### src/rtl/frame_sync_ctrl.sv
//==============================================================================
// frame_sync_ctrl : FAS hunt/presync/sync frame-alignment controller ahead of the demapper.
// Optional statistics counters built when FSYNC_STATS_EN is defined.
// Revision: 1.0
//==============================================================================
`default_nettype none

module frame_sync_ctrl #(
    parameter int NUM_ROWS       = 4,
    parameter int NUM_COLS       = 1024,
    parameter int SYNC_CONFIRM   = 2,
    parameter int LOSS_THRESH    = 3,
    parameter int CRC_ERR_THRESH = 4
) (
    input  logic        i_clk,
    input  logic        i_rst,
    input  logic [7:0]  i_frame_data,
    input  logic        i_frame_data_valid,
    input  logic        i_frame_data_fas,
    input  logic        i_crc_err,
    output logic [7:0]  o_frame_data,
    output logic        o_frame_data_valid,
    output logic        o_frame_data_fas,
    output logic        o_fpc_restart,
    output logic        o_in_frame,
    output logic        o_lof,
    output logic [1:0]  o_state,
    output logic [15:0] o_lof_cnt,
    output logic [15:0] o_crc_err_cnt
);

    localparam int FRAME_LEN = NUM_ROWS * NUM_COLS;
    localparam int PW        = (FRAME_LEN > 1) ? $clog2(FRAME_LEN) : 1;
    localparam int MW        = $clog2(SYNC_CONFIRM + 1);
    localparam int LW        = $clog2(LOSS_THRESH + 1);
    localparam int CW        = $clog2(CRC_ERR_THRESH + 1);

    localparam logic [PW-1:0] C_POS_LAST     = PW'(FRAME_LEN - 1);
    localparam logic [MW-1:0] C_SYNC_CONFIRM = MW'(SYNC_CONFIRM);
    localparam logic [LW-1:0] C_LOSS_THRESH  = LW'(LOSS_THRESH);
    localparam logic [CW-1:0] C_CRC_THRESH   = CW'(CRC_ERR_THRESH);

    typedef enum logic [1:0] {
        ST_HUNT    = 2'b00,
        ST_PRESYNC = 2'b01,
        ST_SYNC    = 2'b10
    } state_t;

    state_t        r_state, w_state_nxt;
    logic [PW-1:0] r_pos, w_pos_nxt, w_pos_inc;
    logic [MW-1:0] r_match, w_match_nxt, w_match_inc;
    logic [LW-1:0] r_miss, w_miss_nxt;
    logic [CW-1:0] r_crcerr, w_crcerr_nxt;
    logic          r_crc_seen, w_crc_seen_nxt;
    logic [7:0]    r_out_data;
    logic          r_out_valid, r_out_fas, r_lof;
    logic          w_slot, w_valid_fas, w_fwd, w_exit;

    assign w_slot      = i_frame_data_valid && (r_pos == '0);
    assign w_valid_fas = i_frame_data_valid && i_frame_data_fas;
    assign w_pos_inc   = (r_pos == C_POS_LAST) ? '0 : r_pos + PW'(1);
    assign w_match_inc = r_match + MW'(1);

    always_comb begin
        w_state_nxt    = r_state;
        w_pos_nxt      = r_pos;
        w_match_nxt    = r_match;
        w_miss_nxt     = r_miss;
        w_crcerr_nxt   = r_crcerr;
        w_crc_seen_nxt = r_crc_seen;
        w_fwd          = 1'b0;
        w_exit         = 1'b0;
        case (r_state)
            ST_HUNT: begin
                if (w_valid_fas) begin
                    w_pos_nxt = PW'(1);
                    if (SYNC_CONFIRM == 1) begin
                        w_state_nxt = ST_SYNC;
                        w_fwd       = 1'b1;
                    end else begin
                        w_state_nxt = ST_PRESYNC;
                        w_match_nxt = MW'(1);
                    end
                end
            end
            ST_PRESYNC: begin
                if (w_slot) begin
                    if (i_frame_data_fas) begin
                        w_pos_nxt   = PW'(1);
                        w_match_nxt = w_match_inc;
                        if (w_match_inc == C_SYNC_CONFIRM) begin
                            // Forward the confirming FAS so the demapper starts on a frame head.
                            w_state_nxt = ST_SYNC;
                            w_match_nxt = '0;
                            w_fwd       = 1'b1;
                        end
                    end else begin
                        w_state_nxt = ST_HUNT;
                        w_match_nxt = '0;
                    end
                end else if (w_valid_fas) begin
                    w_pos_nxt   = PW'(1);
                    w_match_nxt = MW'(1);
                end else if (i_frame_data_valid) begin
                    w_pos_nxt = w_pos_inc;
                end
            end
            ST_SYNC: begin
                if (i_crc_err) begin
                    w_crcerr_nxt = r_crcerr + CW'(1);
                    if (w_crcerr_nxt == C_CRC_THRESH) w_exit = 1'b1;
                end
                if (w_slot) begin
                    if (i_frame_data_fas) begin
                        w_miss_nxt = '0;
                    end else begin
                        w_miss_nxt = r_miss + LW'(1);
                        if (w_miss_nxt == C_LOSS_THRESH) w_exit = 1'b1;
                    end
                    // A frame with no CRC failure breaks the consecutive-error run.
                    if (!r_crc_seen && !i_crc_err) w_crcerr_nxt = '0;
                    w_crc_seen_nxt = 1'b0;
                end else begin
                    w_crc_seen_nxt = r_crc_seen | i_crc_err;
                end
                if (i_frame_data_valid) w_pos_nxt = w_pos_inc;
                if (w_exit) begin
                    w_state_nxt    = ST_HUNT;
                    w_miss_nxt     = '0;
                    w_crcerr_nxt   = '0;
                    w_match_nxt    = '0;
                    w_crc_seen_nxt = 1'b0;
                end else begin
                    w_fwd = i_frame_data_valid;
                end
            end
            default: w_state_nxt = ST_HUNT;
        endcase
    end

    always_ff @(posedge i_clk or posedge i_rst) begin
        if (i_rst) begin
            r_state     <= ST_HUNT;
            r_pos       <= '0;
            r_match     <= '0;
            r_miss      <= '0;
            r_crcerr    <= '0;
            r_crc_seen  <= 1'b0;
            r_out_data  <= '0;
            r_out_valid <= 1'b0;
            r_out_fas   <= 1'b0;
            r_lof       <= 1'b0;
        end else begin
            r_state     <= w_state_nxt;
            r_pos       <= w_pos_nxt;
            r_match     <= w_match_nxt;
            r_miss      <= w_miss_nxt;
            r_crcerr    <= w_crcerr_nxt;
            r_crc_seen  <= w_crc_seen_nxt;
            r_out_valid <= w_fwd;
            r_out_fas   <= w_fwd & i_frame_data_fas;
            r_lof       <= w_exit;
            if (w_fwd) r_out_data <= i_frame_data;
        end
    end

    assign o_frame_data       = r_out_data;
    assign o_frame_data_valid = r_out_valid;
    assign o_frame_data_fas   = r_out_fas;
    assign o_fpc_restart      = r_lof;
    assign o_lof              = r_lof;
    assign o_in_frame         = (r_state == ST_SYNC);
    assign o_state            = r_state;

`ifdef FSYNC_STATS_EN
    logic [15:0] r_lof_cnt, r_crc_err_cnt;

    always_ff @(posedge i_clk or posedge i_rst) begin
        if (i_rst) begin
            r_lof_cnt     <= '0;
            r_crc_err_cnt <= '0;
        end else begin
            if (w_exit && (r_lof_cnt != 16'hFFFF)) r_lof_cnt <= r_lof_cnt + 16'd1;
            if ((r_state == ST_SYNC) && i_crc_err && (r_crc_err_cnt != 16'hFFFF))
                r_crc_err_cnt <= r_crc_err_cnt + 16'd1;
        end
    end

    assign o_lof_cnt     = r_lof_cnt;
    assign o_crc_err_cnt = r_crc_err_cnt;
`else
    assign o_lof_cnt     = 16'h0;
    assign o_crc_err_cnt = 16'h0;
`endif

endmodule

`default_nettype wire

### config.mk
export PLATFORM = sky130hd
export DESIGN_NAME = frame_sync_ctrl
export DESIGN_NICKNAME = d
export VERILOG_FILES = /design/src/rtl/frame_sync_ctrl.sv
export SDC_FILE = /design/constraint.sdc
export NUM_CORES = 1
export LEC_CHECK = 0
export CORE_MARGIN = 10
export CORE_UTILIZATION = 48
export DETAILED_ROUTE_END_ITERATION = 8
export PLACE_DENSITY = 0.89
export SYNTH_ARGS = -nofsm -noshare
export SYNTH_HDL_FRONTEND = slang
export SYNTH_SLANG_ARGS = --single-unit
export TNS_END_PERCENT = 1
### constraint.sdc
create_clock -name i_clk -period 3.67 [get_ports i_clk]
set_clock_uncertainty 0.1 [all_clocks]
set_input_delay 0.5505 -clock i_clk [delete_from_list [all_inputs] [get_ports i_clk]]
set_output_delay 0.5505 -clock i_clk [all_outputs]
set_load 0.02 [all_outputs]
==> results of run 1 <==
==> through the flow <==
stage	cells	hold WS, ns	util, %
5_1_grt	306	0.430	56.0
3_3_place_gp	298	0.372	54.1
3_5_place_dp	298	0.390	54.1
6_report	306	0.401	56.0
4_1_cts	306	0.399	56.0
2_1_floorplan	255	0.354	-
==> area by class of cell <==
type / count / area share (%)
Multi-Input combinational cell: 170 / 45.7
Tap cell: 52 / 2.69
Timing Repair Buffer: 30 / 12.1
Sequential cell: 33 / 34.1
Inverter: 13 / 2.02
Clock inverter: 2 / 0.414
Clock buffer: 6 / 3.00
==> power by group <==
group	switching (uW)	internal (uW)	total, uW
Combinational	358	247	605
Sequential	63.0	446	509
Clock	127	131	258
==> Yosys cell counts, types with 4 or more instances <==
master | count | area share (%)
buf_4 | 33 | 12
dfrtp_1 | 33 | 39
nand2_1 | 15 | 2.6
nor2_1 | 14 | 2.5
inv_1 | 13 | 2.3
o21ai_0 | 10 | 2.3
ha_1 | 9 | 5.3
a21oi_1 | 8 | 1.9
and3_1 | 8 | 2.3
xnor2_1 | 6 | 2.5
clkbuf_1 | 5 | 0.88
mux2_2 | 5 | 2.6
nand4_1 | 5 | 1.5
a211oi_1 | 4 | 1.4
nor3_1 | 4 | 0.94
o211ai_1 | 4 | 1.4
==> cells by family after synthesis <==
logic type	after synthesis	share of synthesized area [%]
xor gates and xnor gates	7	2.87
adders and majority gates	9	5.28
other	1	0.176
muxes	8	4.22
buffers and inverters	52	15.0
AOI/OAI and AO/OA	51	17.4
DFF	33	38.7
and+or+nand+nor	63	16.4
==> sequential cells by signal, summed over array words and instances (netlist names) <==
signal and cells:
r_miss 2, o_fpc_restart 1, r_pos 12, r_crc_seen 1, r_crcerr 3, o_state 2, o_frame_data_fas 1, o_frame_data 8
r_match 2, o_frame_data_valid 1
==> worst min path at each step <==
stage                                 end       startpoint  depth (start not counted)
after CTS                       r_miss[0]        r_miss[0]                          1
after global placement    o_frame_data[0]  o_frame_data[0]                          1
after global routing      o_frame_data[0]  o_frame_data[0]                          1
after detailed placement  o_frame_data[7]  o_frame_data[7]                          1
final                     o_frame_data[0]  o_frame_data[0]                          1
after floorplan                 r_miss[1]        r_miss[1]                          2
==> layer usage <==
| layer | vias to the layer above | part of all wire [%] |
|---|---|---|
| met5 | - | 0 |
| met2 | 78 | 47 |
| met3 | 6 | 8.9 |
| met1 | 769 | 42 |
| met4 | 0 | 1.5 |
| li1 | 795 | - |
==> out/metrics.sh, run 1 <==
GRT_FIRST_PASS_WIRELENGTH_MICRONS=7920
CTS.REPAIR.RESIZED=0
WIRELENGTH_MICRONS=4640
MAX_FREQ_MHz=360
CRITICAL_PATH_REQUIRED_NS=3.74
PRE_CTS_WS_NS=0.586
ANTENNA_VIOLATING_NETS_POST_ROUTE=0
HOLD_PATH_CLASS='reg -> reg'
CLOCK_INSERTION_DELAY_WORST_SKEW_NS=0.28
STATUS='finished clean'
TIMING.CRITICAL_PATH.CELLS='clkdlybuf4s50_1 -> or4b_1 -> nor4_4 -> a21oi_2 -> a31oi_4 -> mux2_2'
ANTENNA_FOUND_INITIAL=0
HOLD_VIOLATIONS=0
CTS_TREE='done'
REPORT.FINAL.SETUP_VIOL=0
MAXIMUM_VDD_DROP_mV=0.415
TIMING.CRITICAL_PATH.SLOWEST_STAGE_CELL='or4b_1'
GR-USAGE-MET1_PCT=15.8
TIMING.REG2REG.SETUP_SLACK_NS=0.97
POST_CTS_SETUP_REPAIR_BUFS=0
CRITICAL_PATH.STARTPOINT_TYPE='input pin'
CTS_ROOT_CELL='clkbuf_8'
TIMING.FINAL.WS_SETUP_NS=0.889
MAXSLEWHEADROOM_PCT=49.8
GLOBALROUTE.BUSIESTLAYER='met2'
ENDPOINT='o_frame_data[5]'
SYN_AVG_CELL_AREA_SQ_UM=9.53
VIA_COUNT_OF_THE_FIRST_GLOBAL_ROUTING_PASS=1656
PERIOD_MINUS_SLACK_NS=2.78
SETUP.WORST_PATH.START='i_frame_data_valid'
PLACEABLECOREAREA_SQ_UM=4320
SYNTHESIS.INSTANCES=224
HPWLAFTERDP_MICRONS=3570
ROUTED-VIA-COUNT=1648
GRT.OVERFLOW.TOTAL=0
CLOCK_TREE.BUFFER_DEPTH=2
CRITICAL_PATH.REG2REG.STARTPOINT='r_pos[0]'
POST_CTS_HOLD_BUFFER_COUNT=0
SYNTHARSTFLOPSHARE_PCT=100
START_UTIL_PCT=49.4
LAYOUT-AREA-OVERHEAD-VS-SYNTH_PCT=13.4
SYNTH.CELL_AREA_SQ_UM=2130
MIN_PERIOD_OVER_PERIOD_PCT=75.8
MULTIINPUTGATEAREA_SQ_UM=1100
MOST-COMMON-LAYOUT-CELLS='dfrtp_1, conb_1, clkdlybuf4s50_1, nand2_1, nor2_1'
ROUTABILITYCONGESTION=0.940
CRIT_TYPE='in -> reg'
IO-PIN-COUNT=60
HEIGHT_OF_THE_DIE_MICRONS=86.7
SYNTH.DISTINCT_CELLS=53
MOST_FREQUENT_STANDARD_CELL_IN_THE_LAYOUT_EXCLUDING_FILL_AND_TAP_CELLS='dfrtp_1'
INITIALDRTVIOLATIONCOUNT=110
PORT_BUFFERS=27
WORSTSETUPENDPOINTTYPE='flop'
N_ANTENNA_CELL=0
FILLER_CELL_COUNT=383
WORST-ENDPOINT-ARRIVAL_NS=2.85
DRCVIOLATIONCOUNT=0
R2R_END='o_frame_data[5]'
WORSTSETUPPATHDEPTH=6
DPL_CELL_AREA_SQ_UM=2340
CP_MAX_FANOUT=12
GRT_SETUP_UNREPAIRED='no'
VIAS_PER_CELL=5.39
WORST-PATH-BUF-INV=1
CTS_NUM_SINKS=33
HTREE_LEVELS=2
DIE_W_MICRONS=86.7
MAXIMUM_NUMBER_OF_PINS_ON_ONE_NET_BEFORE_GLOBAL_ROUTE_REPAIR=34
GRT_UTIL_MET3_PCT=4.22
CELLLEAKAGEPOWER_uW=0.00113
POWER_DENSITY_nW_PER_UM2=567
TOTAL_GRT_USAGE_PCT=12.9
SYNTH.FF_LATCH_COUNT=33
FINALNETCOUNT=275
YOSYSSEQAREASHARE_PCT=38.7
GROUTE.LAYER.MET2.USAGE_PCT=20.6
FIN_TOTAL_PWR_uW=1370
FP-ROW-COUNT=24
WL_PER_CELL_MICRONS=15.2
DRV_CAP=0
REGAREA_SQ_UM=826
MAXSLEWVIOLCOUNT=0
CP_SLOWEST_STAGE_DELAY_NS=0.52
WORST_PIN_SLEW_NS=0.748
NUMCTSBUFFERS=5
FINAL.SETUP.TNS_NS=0
DRTPASS1ITERATIONS=4
DIE_AREA_SQ_UM=7510
CLKSLEWWORSTSETUPHOLDPATHS_NS=0.06
LAYOUT.CELL_AREA.NON_FILLER_SQ_UM=2420
DOMINANTREGCELLSYNTH='dfrtp_1'
CRIT_FAMILY='simple AND/OR/NAND/NOR gates'
SYNTH_ENABLE_FLOP_CELLS=0
DRIVE_GT1_SHARE_PCT=8.27
WARNING_COUNT_FROM_THE_YOSYS_RUN=0
RR_WORST_DEPTH=7
Note: power is estimated with default switching activity, not from simulation.
==> run 2, diff against run 1 <==
==> constraint.sdc (replaced) <==
create_clock -name i_clk -period 2.7 [get_ports i_clk]
set_clock_uncertainty 0.1 [all_clocks]
set_input_delay 0.405 -clock i_clk [delete_from_list [all_inputs] [get_ports i_clk]]
set_output_delay 0.405 -clock i_clk [all_outputs]
set_load 0.02 [all_outputs]
==> run 2 against run 1 <==
Via count is 5.8% higher. Critical endpoint is now o_frame_data[6]. Non-clock buffer count is 12 higher. Clock power is 120% higher. First-iteration DRC count is 4.5% higher. Worst setup slack worse by 0.73 ns.
==> out/metrics.sh, run 2 (synthesized netlist as in run 1, its figures left out) <==
DRIVE_GT1_SHARE_PCT=12.8  # was 8.27%
PLACEDCELLCOUNT=310  # was 298
VIA_COUNT_OF_THE_FIRST_GLOBAL_ROUTING_PASS=1714  # was 1656
MAX_FREQ_MHz=394
CRITICAL_PATH.STARTPOINT_TYPE='flop'  # was input pin
PRE_CTS_WS_NS=-0.0160  # was 0.586 ns
CTS_NUM_SINKS=33  # unchanged
CP_MAX_FANOUT=10  # was 12
DIE_W_MICRONS=86.7  # unchanged
NUMCTSBUFFERS=5  # unchanged
CLOCK_INSERTION_DELAY_WORST_SKEW_NS=0.30  # was 0.28 ns
LARGEST_REGISTER_FFS=12  # unchanged
CTS_TREE='done'  # unchanged
ANTENNA_VIOLATING_NETS_POST_ROUTE=0  # unchanged
HPWLAFTERDP_MICRONS=3730  # was 3570 microns
TOTAL_GRT_USAGE_PCT=13.2  # was 12.9%
STATUS='finished clean'  # unchanged
PORT_BUFFERS=27  # unchanged
DRCVIOLATIONCOUNT=0  # unchanged
CTS.REPAIR.RESIZED=0  # unchanged
FP-ROW-COUNT=24  # unchanged
MULTIINPUTGATEAREA_SQ_UM=1100  # unchanged
LARGEST_REGISTER_BY_FLOP_COUNT='r_pos'  # unchanged
CLOCK_TREE.BUFFER_DEPTH=2  # unchanged
CRIT_TYPE='reg -> reg'  # was in -> reg
TIMING.FINAL.WS_SETUP_NS=0.161  # was 0.889 ns
FILLER_CELL_COUNT=381  # was 383
HOLD_PATH_CLASS='in -> async'  # was reg -> reg
FINISH.CELL_COUNT_WITHOUT_FILLERS=318  # was 306
MIN_PERIOD_OVER_PERIOD_PCT=94.0
LAYOUT.CELL_AREA.NON_FILLER_SQ_UM=2580  # was 2420 sq um
CRITICAL_PATH_REQUIRED_NS=2.78  # was 3.74 ns
CRIT_FAMILY='simple AND/OR/NAND/NOR gates'  # unchanged
WORST-PATH-BUF-INV=2  # was 1
CTS_ROOT_CELL='clkbuf_8'  # unchanged
MOST_FREQUENT_STANDARD_CELL_IN_THE_LAYOUT_EXCLUDING_FILL_AND_TAP_CELLS='dfrtp_1'  # unchanged
HTREE_LEVELS=2  # unchanged
REPORT.FINAL.SETUP_VIOL=0  # unchanged
DIE_AREA_SQ_UM=7510  # unchanged
DRV_CAP=0  # unchanged
GRT.OVERFLOW.TOTAL=0  # unchanged
WORST-ENDPOINT-ARRIVAL_NS=2.62  # was 2.85 ns
HEIGHT_OF_THE_DIE_MICRONS=86.7  # unchanged
INITIALDRTVIOLATIONCOUNT=115  # was 110
FINALNETCOUNT=287  # was 275
POWER_DENSITY_nW_PER_UM2=842  # was 567 nW/um^2
WIRELENGTH_MICRONS=4940  # was 4640 microns
CP_SLOWEST_STAGE_DELAY_NS=0.51  # was 0.52 ns
IO-PIN-COUNT=60  # unchanged
POST_CTS_HOLD_BUFFER_COUNT=0  # unchanged
POST_CTS_SETUP_REPAIR_BUFS=0  # unchanged
PLACEABLECOREAREA_SQ_UM=4320  # unchanged
TIMING.CRITICAL_PATH.SLOWEST_STAGE_CELL='or4b_4'  # was or4b_1
CELLLEAKAGEPOWER_uW=0.00122  # was 0.00113 uW
GRT_SETUP_UNREPAIRED='no'  # unchanged
N_ANTENNA_CELL=0  # unchanged
FINAL_CORE_UTIL_PCT=59.6  # was 56.0%
DPL_CELL_AREA_SQ_UM=2440  # was 2340 sq um
REGAREA_SQ_UM=826  # unchanged
HOLD_VIOLATIONS=0  # unchanged
PERIOD_MINUS_SLACK_NS=2.54
MAXIMUM_VDD_DROP_mV=0.508  # was 0.415 mV
GRT_FIRST_PASS_WIRELENGTH_MICRONS=8160  # was 7920 microns
VIAS_PER_CELL=5.48  # was 5.39
ANTENNA_FOUND_INITIAL=0  # unchanged
LAYOUT-AREA-OVERHEAD-VS-SYNTH_PCT=20.8  # was 13.4%
TIMING.CRITICAL_PATH.CELLS='inv_1 -> ha_1 -> or4b_4 -> nor4_4 -> a21oi_2 -> a31oi_4 -> buf_12 -> mux2_2'  # was clkdlybuf4s50_1 -> or4b_1 -> nor4_4 -> a21oi_2 -> a31oi_4 -> mux2_2
ROUTABILITYCONGESTION=0.902  # was 0.940
MAXSLEWVIOLCOUNT=0  # unchanged
ROUTED-VIA-COUNT=1743  # was 1648
MOST-COMMON-LAYOUT-CELLS='dfrtp_1, conb_1, clkdlybuf4s50_1, nand2_1'  # was dfrtp_1, conb_1, clkdlybuf4s50_1, nand2_1, nor2_1
CLKSLEWWORSTSETUPHOLDPATHS_NS=0.08  # was 0.06 ns
START_UTIL_PCT=49.4  # unchanged
FIN_WORST_HOLD_SLACK_NS=0.398  # was 0.401 ns
WL_PER_CELL_MICRONS=15.5  # was 15.2 microns
DRTPASS1ITERATIONS=5  # was 4
MAXIMUM_NUMBER_OF_PINS_ON_ONE_NET_BEFORE_GLOBAL_ROUTE_REPAIR=34  # unchanged
WORSTSETUPENDPOINTTYPE='flop'  # unchanged
==> run 2: path summary, 6_finish.rpt <==
kind / start / cells after the start / slack, ns / endpoint
hold reg to reg: o_frame_data[7] / 1 / 0.40 / o_frame_data[7]
max in group asynchronous: i_rst / 3 / 1.80 / o_frame_data[1]
min in group i_clk: o_frame_data[7] / 1 / 0.40 / o_frame_data[7]
setup / recovery: r_pos[0] / 8 / 0.16 / o_frame_data[6]
hold / removal: i_rst / 3 / 0.40 / o_fpc_restart
setup reg to reg: r_pos[0] / 8 / 0.16 / o_frame_data[6]
==> run 2: where the power goes <==
part	total [uW]	leakage (uW)	switching (uW)	internal [uW]
clock network	572	0.0000687	200	372
registers	696	0.000441	90.7	605
logic	903	0.000714	508	394
total	2170	0.00122	800	1370
==> run 2: per-stage QoR <==
step	power [uW]	setup TNS [ns]
finish	2170	0
global route	2300	0
CTS	2170	0
detailed placement	1600	-0.0287
global placement	1560	0
floorplan	1290	0
==> run 2: per-layer routing <==
layer	share of wire (%)	up-vias	routed length, microns	global-route usage, %
met4	1.9	0	96	5.60
met2	48	98	2350	21.7
met3	9.7	9	481	4.22
met5	0	-	0	0
met1	41	814	2010	15.5
li1	-	822	-	-
==> run 2: worst min-delay path, cell delays in order <==
cell and delay, ns:
clkdlybuf4s50_1 0.40, inv_1 0.05, buf_4 0.37
==> run 2: area by class of cell <==
| class | instances | area share, % |
|---|---|---|
| inverters | 13 | 1.89 |
| repair buffers | 42 | 15.3 |
| multi-input cells | 170 | 42.9 |
| clock buffers | 5 | 2.67 |
| well taps | 52 | 2.52 |
| clock inverters | 3 | 2.67 |
| flip-flops and latches | 33 | 32.0 |
==> run 3, diff against run 2 <==
--- a/config.mk
+++ b/config.mk
@@ -5,9 +5,11 @@
 export SDC_FILE = /design/constraint.sdc
 export NUM_CORES = 1
 export LEC_CHECK = 0
-export CORE_MARGIN = 10
+export CAP_MARGIN = 5
+export CORE_MARGIN = 5
 export CORE_UTILIZATION = 48
 export DETAILED_ROUTE_END_ITERATION = 8
+export HOLD_SLACK_MARGIN = 0.03
 export PLACE_DENSITY = 0.89
 export SYNTH_ARGS = -nofsm -noshare
 export SYNTH_HDL_FRONTEND = slang
==> run 3 against run 2 <==
Worst hold slack improved by 0.0024 ns. Sequential power barely moved. Largest power group unchanged. Combinational power fell by 2.4%. Highest routed layer unchanged. Wire length fell by 12%. Critical endpoint is now o_frame_data[0]. Flip-flop and latch count did not move. Sequential share of layout area rose by 0.59 points. First-iteration DRC count fell by 64%. Utilization fell by 1.1 points. Largest cell class unchanged. Via count fell by 3.5%. Worst setup slack improved by 0.0022 ns.
==> out/metrics.sh, run 3 (synthesized netlist as in run 1, its figures left out) <==
MAXIMUM_VDD_DROP_mV=0.552  # was 0.508 mV
TOTAL_GRT_USAGE_PCT=15.1  # was 13.2%
ANTENNA_VIOLATING_NETS_POST_ROUTE=0  # unchanged
N_ANTENNA_CELL=0  # unchanged
VIA_COUNT_OF_THE_FIRST_GLOBAL_ROUTING_PASS=1595  # was 1714
STATUS='finished clean'  # unchanged
ROUTED-VIA-COUNT=1682  # was 1743
NUMCTSBUFFERS=5  # unchanged
LARGEST_REGISTER_BY_FLOP_COUNT='r_pos'  # unchanged
PLACEABLECOREAREA_SQ_UM=4320  # unchanged
FINISH.CELL_COUNT_WITHOUT_FILLERS=318  # unchanged
LAYOUT-AREA-OVERHEAD-VS-SYNTH_PCT=18.6  # was 20.8%
DIE_W_MICRONS=76.7  # was 86.7 microns
CRIT_TYPE='reg -> reg'  # unchanged
MAXSLEWVIOLCOUNT=0  # unchanged
HOLD_PATH_CLASS='reg -> reg'  # was in -> async
HEIGHT_OF_THE_DIE_MICRONS=76.7  # was 86.7 microns
MAX_FREQ_MHz=394  # about the same
CLOCK_INSERTION_DELAY_WORST_SKEW_NS=0.29  # was 0.30 ns
CTS.REPAIR.RESIZED=0  # unchanged
LARGEST_REGISTER_FFS=12  # unchanged
PERIOD_MINUS_SLACK_NS=2.54  # about the same
DRV_CAP=0  # unchanged
START_UTIL_PCT=49.4  # unchanged
WL_PER_CELL_MICRONS=13.7  # was 15.5 microns
HOLD_VIOLATIONS=0  # unchanged
FIN_WORST_HOLD_SLACK_NS=0.400  # was 0.398 ns
POST_CTS_SETUP_REPAIR_BUFS=0  # unchanged
ROUTABILITYCONGESTION=0.868  # was 0.902
ANTENNA_FOUND_INITIAL=0  # unchanged
CELLLEAKAGEPOWER_uW=0.00119  # was 0.00122 uW
PLACEDCELLCOUNT=310  # unchanged
DIE_AREA_SQ_UM=5880  # was 7510 sq um
DRTPASS1ITERATIONS=6  # was 5
HTREE_LEVELS=2  # unchanged
MIN_PERIOD_OVER_PERIOD_PCT=93.9  # was 94.0%
CLOCK_TREE.BUFFER_DEPTH=2  # unchanged
FINALNETCOUNT=287  # unchanged
CTS_NUM_SINKS=33  # unchanged
CLKSLEWWORSTSETUPHOLDPATHS_NS=0.07  # was 0.08 ns
WORSTSETUPENDPOINTTYPE='flop'  # unchanged
MAXIMUM_NUMBER_OF_PINS_ON_ONE_NET_BEFORE_GLOBAL_ROUTE_REPAIR=34  # unchanged
CRITICAL_PATH_REQUIRED_NS=2.77  # was 2.78 ns
MOST_FREQUENT_STANDARD_CELL_IN_THE_LAYOUT_EXCLUDING_FILL_AND_TAP_CELLS='dfrtp_1'  # unchanged
HPWLAFTERDP_MICRONS=3360  # was 3730 microns
WIRELENGTH_MICRONS=4340  # was 4940 microns
PRE_CTS_WS_NS=-0.0133  # was -0.0160 ns
IO-PIN-COUNT=60  # unchanged
POWER_DENSITY_nW_PER_UM2=768  # was 842 nW/um^2
GRT.OVERFLOW.TOTAL=0  # unchanged
CRITICAL_PATH.STARTPOINT_TYPE='flop'  # unchanged
GRT_FIRST_PASS_WIRELENGTH_MICRONS=7380  # was 8160 microns
VIAS_PER_CELL=5.29  # was 5.48
CTS_ROOT_CELL='clkbuf_8'  # unchanged
PORT_BUFFERS=27  # unchanged
POST_CTS_HOLD_BUFFER_COUNT=0  # unchanged
DRIVE_GT1_SHARE_PCT=12.8  # unchanged
CP_MAX_FANOUT=10  # unchanged
WORST-ENDPOINT-ARRIVAL_NS=2.60  # was 2.62 ns
DRCVIOLATIONCOUNT=0  # unchanged
GRT_SETUP_UNREPAIRED='no'  # unchanged
FP-ROW-COUNT=24  # unchanged
FINAL.SETUP.TNS_NS=0  # unchanged
TIMING.FINAL.WS_SETUP_NS=0.164  # was 0.161 ns
MOST-COMMON-LAYOUT-CELLS='dfrtp_1, conb_1, clkdlybuf4s50_1, nand2_1'  # unchanged
CTS_TREE='done'  # unchanged
INITIALDRTVIOLATIONCOUNT=41  # was 115
REPORT.FINAL.SETUP_VIOL=0  # unchanged
[run 3: per-stage QoR]
stage / utilization (%) / total power (uW) / area (sq um)
after floorplan: - / 1290 / 2250
after global placement: 56.4 / 1540 / 2440
after detailed placement: 56.4 / 1580 / 2440
after CTS: 58.5 / 1950 / 2530
after global routing: 58.5 / 2080 / 2530
final: 58.5 / 1940 / 2530
[run 3: path summary, 6_finish.rpt]
check	start	endpoint	slack, ns	cells past startpoint
setup reg to reg	r_pos[0]	o_frame_data[0]	0.16	8
min in group asynchronous	i_rst	r_miss[0]	0.41	3
hold / removal	o_frame_data[0]	o_frame_data[0]	0.40	1
setup / recovery	r_pos[0]	o_frame_data[0]	0.16	8
max in group asynchronous	i_rst	o_state[0]	1.81	3
hold reg to reg	o_frame_data[0]	o_frame_data[0]	0.40	1
[run 3: worst max-delay path, cell delays in order, from the launching register on]
cell and delay [ns]:
dfrtp_1 0.43, inv_1 0.10, ha_1 0.16, or4b_4 0.50
nor4_4 0.32, a21oi_2 0.12, a31oi_4 0.21, buf_12 0.15
mux2_1 0.32
[run 3: layout make-up]
cell class | count | area, sq um
Sequential cell | 33 | 826
Inverter | 13 | 48.8
Clock inverter | 3 | 22.5
Tap cell | 52 | 65.1
Timing Repair Buffer | 42 | 395
Fill cell | 365 | 1790
Multi-Input combinational cell | 170 | 1100
Clock buffer | 5 | 68.8
[run 3: per-layer routing]
| metal | part of all wire (%) | vias to the layer above | track usage [%] | routed length (microns) |
|---|---|---|---|---|
| met5 | 0 | - | 0 | 0 |
| met1 | 44 | 789 | 19.5 | 1900 |
| li1 | - | 816 | - | - |
| met4 | 1.6 | 0 | 6.47 | 70 |
| met2 | 48 | 71 | 23.9 | 2070 |
| met3 | 7.1 | 6 | 3.51 | 308 |
[run 3: power by group]
part           switching [uW]  internal [uW]  total [uW]
logic                     494            387         881
registers                91.4            606         697
clock network             185            180         366
==> variant 1 (flow settings as in run 2) <==
Set the parameter `NUM_ROWS` to 8 (it was 4).
--- a/src/rtl/frame_sync_ctrl.sv
+++ b/src/rtl/frame_sync_ctrl.sv
@@ -6,7 +6,7 @@
 `default_nettype none
 
 module frame_sync_ctrl #(
-    parameter int NUM_ROWS       = 4,
+    parameter int NUM_ROWS       = 8,
     parameter int NUM_COLS       = 1024,
     parameter int SYNC_CONFIRM   = 2,
     parameter int LOSS_THRESH    = 3,
Formal check against the unedited RTL: no difference found for any inputs over 10 cycles, from zero or initial values and one cycle with i_rst high; that may be too few to reach the edited logic, so the function may still have changed.
==> variant 1 against run 2 <==
- power grew 20%
- global-route usage increased by 0.79 points
- clock power down 22%
- sequential share of layout area fell by 0.67 points
- critical endpoint is now o_frame_data[1]
- sequential cell count up 1
- design area grew 5.2%
- worst setup slack improved by 0.19 ns
- wire length grew 15%
- synthesized area grew 9.4%
==> variant 1: results (changes against run 2) <==
- Detailed-placement wirelength estimate: 4.35 mm (was 3.73 mm)
- R2R cell count: 7 (was 8)
- Largest net degree at the start of global routing: 35 (was 34)
- Biggest register: r_pos (unchanged)
- #FFs+latches synth: 34 (was 33)
- Worst setup path endpoint: o_frame_data[1] (was o_frame_data[6])
- GP Congestion: 0.970 (was 0.902)
- Max FFs per register: 13 (was 12)
- DRT iter0 DRCs: 214 (was 115)
- Status: finished clean (unchanged)
- FILL cells: 390 (was 381)
- Wire per inst: 16.1 um (was 15.5 um)
- Vias in the first global route: 1969 (was 1714)
- Worst r2r src: r_pos[0] (unchanged)
- Reg2reg setup slack: 0.35 ns (was 0.16 ns)
- Routed vias: 1947 (was 1743)
- Worst hold path type: reg -> reg (was in -> async)
- Post-synthesis sequential area ratio: 0.364 (was 0.387)
- Mapped Cells: 248 (was 224)
- First-pass GRT wire length: 9.72 mm (was 8.16 mm)
- Max VDD drop: 0.387 mV (was 0.508 mV)
- CP Launch Point: r_pos[0] (unchanged)
- Crit Reg-Reg Endpoint: o_frame_data[1] (was o_frame_data[6])
- Synth top area cells: dfrtp_1, buf_4, mux2_4 (was dfrtp_1, buf_4, ha_1)
- WL final: 5.68 mm (was 4.94 mm)
- Nets: 306 (was 287)
- Share of cells above drive strength 1: 0.119 (was 0.128)
- Core Util, Final: 0.574 (was 0.596)
- DP Cell Count: 344 (was 310)
- Commonest cells post-synth: buf_4, dfrtp_1, nand2_1, nor2_1, inv_1 (was buf_4, dfrtp_1, nand2_1)
- GRT Util Overall: 0.140 (was 0.132)
-- variant 1: cell count changes in the layout (fill, tap and decap cells not counted), moves of 5 or more --
| cell | run 2 | this run |
|---|---|---|
| and3_1 | 8 | 1 |
| a21o_1 | 1 | 7 |
| xnor2_1 | 6 | 1 |
| mux2_2 | 5 | 0 |
| a22o_1 | 2 | 11 |
| mux2_4 | 0 | 8 |
-- variant 1: report_power, final --
part	internal (uW)	total [uW]	switching, uW
combinational	621	1380	762
sequential	653	766	113
clock	258	447	190
-- variant 1: final cells by class --
class	count	area share
repair buffers	40	0.136
clock buffers	8	0.0406
multi-input cells	189	0.460
inverters	14	0.0194
well taps	67	0.0309
flip-flops and latches	34	0.314
-- variant 1: critical path, stage by stage, from the launching register on --
cell,delay [ns]
dfrtp_1,0.43
inv_1,0.11
ha_1,0.18
nor4b_4,0.26
and4_1,0.31
a211oi_4,0.09
o21ai_4,0.41
mux2_4,0.35
-- variant 1: cells by family after synthesis --
logic type,Yosys count,share of synthesized area
AOI/OAI and AO/OA,67,0.208
xor gates and xnor gates,1,0.00375
adders and majority gates,9,0.0482
buffers and inverters,56,0.152
DFF,34,0.364
muxes,9,0.0557
other,1,0.00161
and+or+nand+nor,71,0.167
-- variant 1: per-layer routing --
layer | global-route usage | part of all wire | wire [um] | vias to the layer above
met1 | 0.165 | 0.42 | 2410 | 924
met2 | 0.243 | 0.48 | 2730 | 110
met4 | 0.0512 | 0.026 | 149 | 0
li1 | - | - | - | 896
met3 | 0.0308 | 0.068 | 386 | 17
met5 | 0 | 0 | 0 | -
-- variant 1: how the worst min path moves through the flow --
| stage | slack, ns | end | depth (start not counted) |
|---|---|---|---|
| floorplan | 0.34 | r_miss[0] | 1 |
| global placement | 0.36 | r_miss[0] | 1 |
| detailed placement | 0.39 | r_miss[1] | 2 |
| CTS | 0.40 | r_miss[0] | 1 |
| global route | 0.42 | r_miss[0] | 1 |
| finish | 0.40 | r_miss[0] | 1 |
-- variant 1: metrics by stage --
| step | total power (uW) | hold slack, ns | setup slack, ns |
|---|---|---|---|
| floorplan | 1730 | 0.344 | 0.332 |
| global placement | 2060 | 0.359 | 0.284 |
| detailed placement | 2130 | 0.385 | 0.260 |
| CTS | 2590 | 0.403 | 0.382 |
| global route | 2770 | 0.418 | 0.187 |
| finish | 2600 | 0.397 | 0.352 |
==> variant 2 (config.mk and constraints of run 2) <==
Made on the original files. Register the output `o_in_frame`, without a reset; this adds one clock of latency there. The other outputs are not delayed to match.
--- a/src/rtl/frame_sync_ctrl.sv
+++ b/src/rtl/frame_sync_ctrl.sv
@@ -169,7 +169,9 @@
     assign o_frame_data_fas   = r_out_fas;
     assign o_fpc_restart      = r_lof;
     assign o_lof              = r_lof;
-    assign o_in_frame         = (r_state == ST_SYNC);
+    always_ff @(posedge i_clk) begin
+        o_in_frame <= (r_state == ST_SYNC);
+    end
     assign o_state            = r_state;
 
 `ifdef FSYNC_STATS_EN
Formal check against the unedited RTL: same outputs for any inputs over 10 cycles, from zero or initial values and one cycle with i_rst high; that may be too few to reach the edited logic, so the function may still have changed.
==> variant 2 against run 2 <==
- first-iteration DRC count is 23% higher
- non-clock buffer count shrank 8
- wire length up 4.8%
- fmax rose by 10%
- power increased by 4.8%
- count of clock-buffer cells in the layout up 2
- synthesized area up 4.5%
- worst setup slack better by 0.23 ns
- design area down 0.92%
- sequential cell count rose by 1
- critical path type unchanged
- highest routed layer unchanged
==> variant 2: results (changes against run 2) <==
- Status: finished clean (unchanged)
- Detailed-placement wirelength estimate: 3.84 mm (was 3.73 mm)
- LEAKAGE: 0.00116 uW (was 0.00122 uW)
- Crit path max-delay cell type: dfrtp_1 (was or4b_4)
- FILL cells: 402 (was 381)
- Avg Vias per Cell: 5.58 (was 5.48)
- First-pass GRT wire length: 7.91 mm (was 8.16 mm)
- Ys async rst share: 0.971 (was 1.00)
- Post-synthesis sequential area ratio: 0.379 (was 0.387)
- WL final: 5.18 mm (was 4.94 mm)
- Dpl ws: 0.200 ns (was -0.0160 ns)
- DP Cell Count: 320 (was 310)
- Synth top area cells: dfrtp_1, buf_4, ha_1 (unchanged)
- Worst-path clk slew: 0.07 ns
- Area growth from synthesis to layout: 14.5% (was 20.8%)
- Placed inst area: 2460 sq um (was 2440 sq um)
- Synth top area share: 0.370 (was 0.387)
- Nets: 297 (was 287)
- Post-synth cell types: 50 (was 53)
- Critical Path AT: 2.38 ns (was 2.62 ns)
- GRT Util Overall: 0.127 (was 0.132)
- First-pass DRT Iterations: 4 (was 5)
- DRT iter0 DRCs: 141 (was 115)
- Share of cells above drive strength 1: 0.105 (was 0.128)
- Commonest cells post-synth: buf_4, dfrtp_1, inv_1, o21ai_0, nand2_1 (was buf_4, dfrtp_1, nand2_1)
- Port-buffer cells: 27 (unchanged)
- GP Congestion: 0.916 (was 0.902)
- Routed vias: 1830 (was 1743)
- Sw Ratio: 0.413 (was 0.368)
- Crit path largest cell delay: 0.43 ns (was 0.51 ns)
- Vias in the first global route: 1709 (was 1714)
- Max VDD drop: 0.590 mV (was 0.508 mV)
- Antenna Cells: 0 (unchanged)
- Mapped Cells: 242 (was 224)
variant 2: final cells by class:
cell class                 instances  share of cell area
sequential                        34               0.331
clock inverter                     1             0.00196
tap                               52              0.0255
inverter                          17              0.0250
multi-input combinational        183               0.456
clock buffer                       7              0.0338
timing repair buffer              34               0.126
variant 2: cells by family after synthesis:
logic type,after synthesis,synth area share
xor gates and xnor gates,1,0.00393
AOI/OAI and AO/OA,61,0.187
other,1,0.00168
buffers and inverters,56,0.150
and+or+nand+nor,71,0.182
adders and majority gates,9,0.0505
DFF,34,0.379
muxes,9,0.0449
variant 2: worst max-delay path: cells and delay by family, from the launching register on:
family | cells | cell delay [ns]
simple gates | 3 | 0.57
buf+inv | 2 | 0.27
compound gates | 2 | 0.68
fa+ha+maj | 1 | 0.14
flops | 1 | 0.43
variant 2: final timing paths:
| kind | cells past startpoint | from | slack, ns | end |
|---|---|---|---|---|
| max | 8 | r_pos[0] | 0.39 | r_pos[5] |
| min reg2reg | 1 | o_frame_data[7] | 0.41 | o_frame_data[7] |
| min in group i_clk | 1 | o_frame_data[7] | 0.41 | o_frame_data[7] |
| max in group asynchronous | 3 | i_rst | 1.80 | o_state[0] |
| max reg2reg | 8 | r_pos[0] | 0.39 | r_pos[5] |
| min | 3 | i_rst | 0.40 | o_frame_data[3] |
variant 2: per-layer routing:
layer | wire [um] | global-route usage | vias up
met3 | 532 | 0.0390 | 10
met2 | 2440 | 0.193 | 98
met4 | 110 | 0.0770 | 0
met1 | 2090 | 0.154 | 846
met5 | 0 | 0 | -
li1 | - | - | 876
variant 2: power by group through the flow:
stage	clock (uW)	combinational, uW	sequential [uW]
after global placement	0	1080	757
final	390	1130	757
after CTS	400	1130	759
after floorplan	0	695	846
after detailed placement	0	1120	766
after global routing	418	1240	776
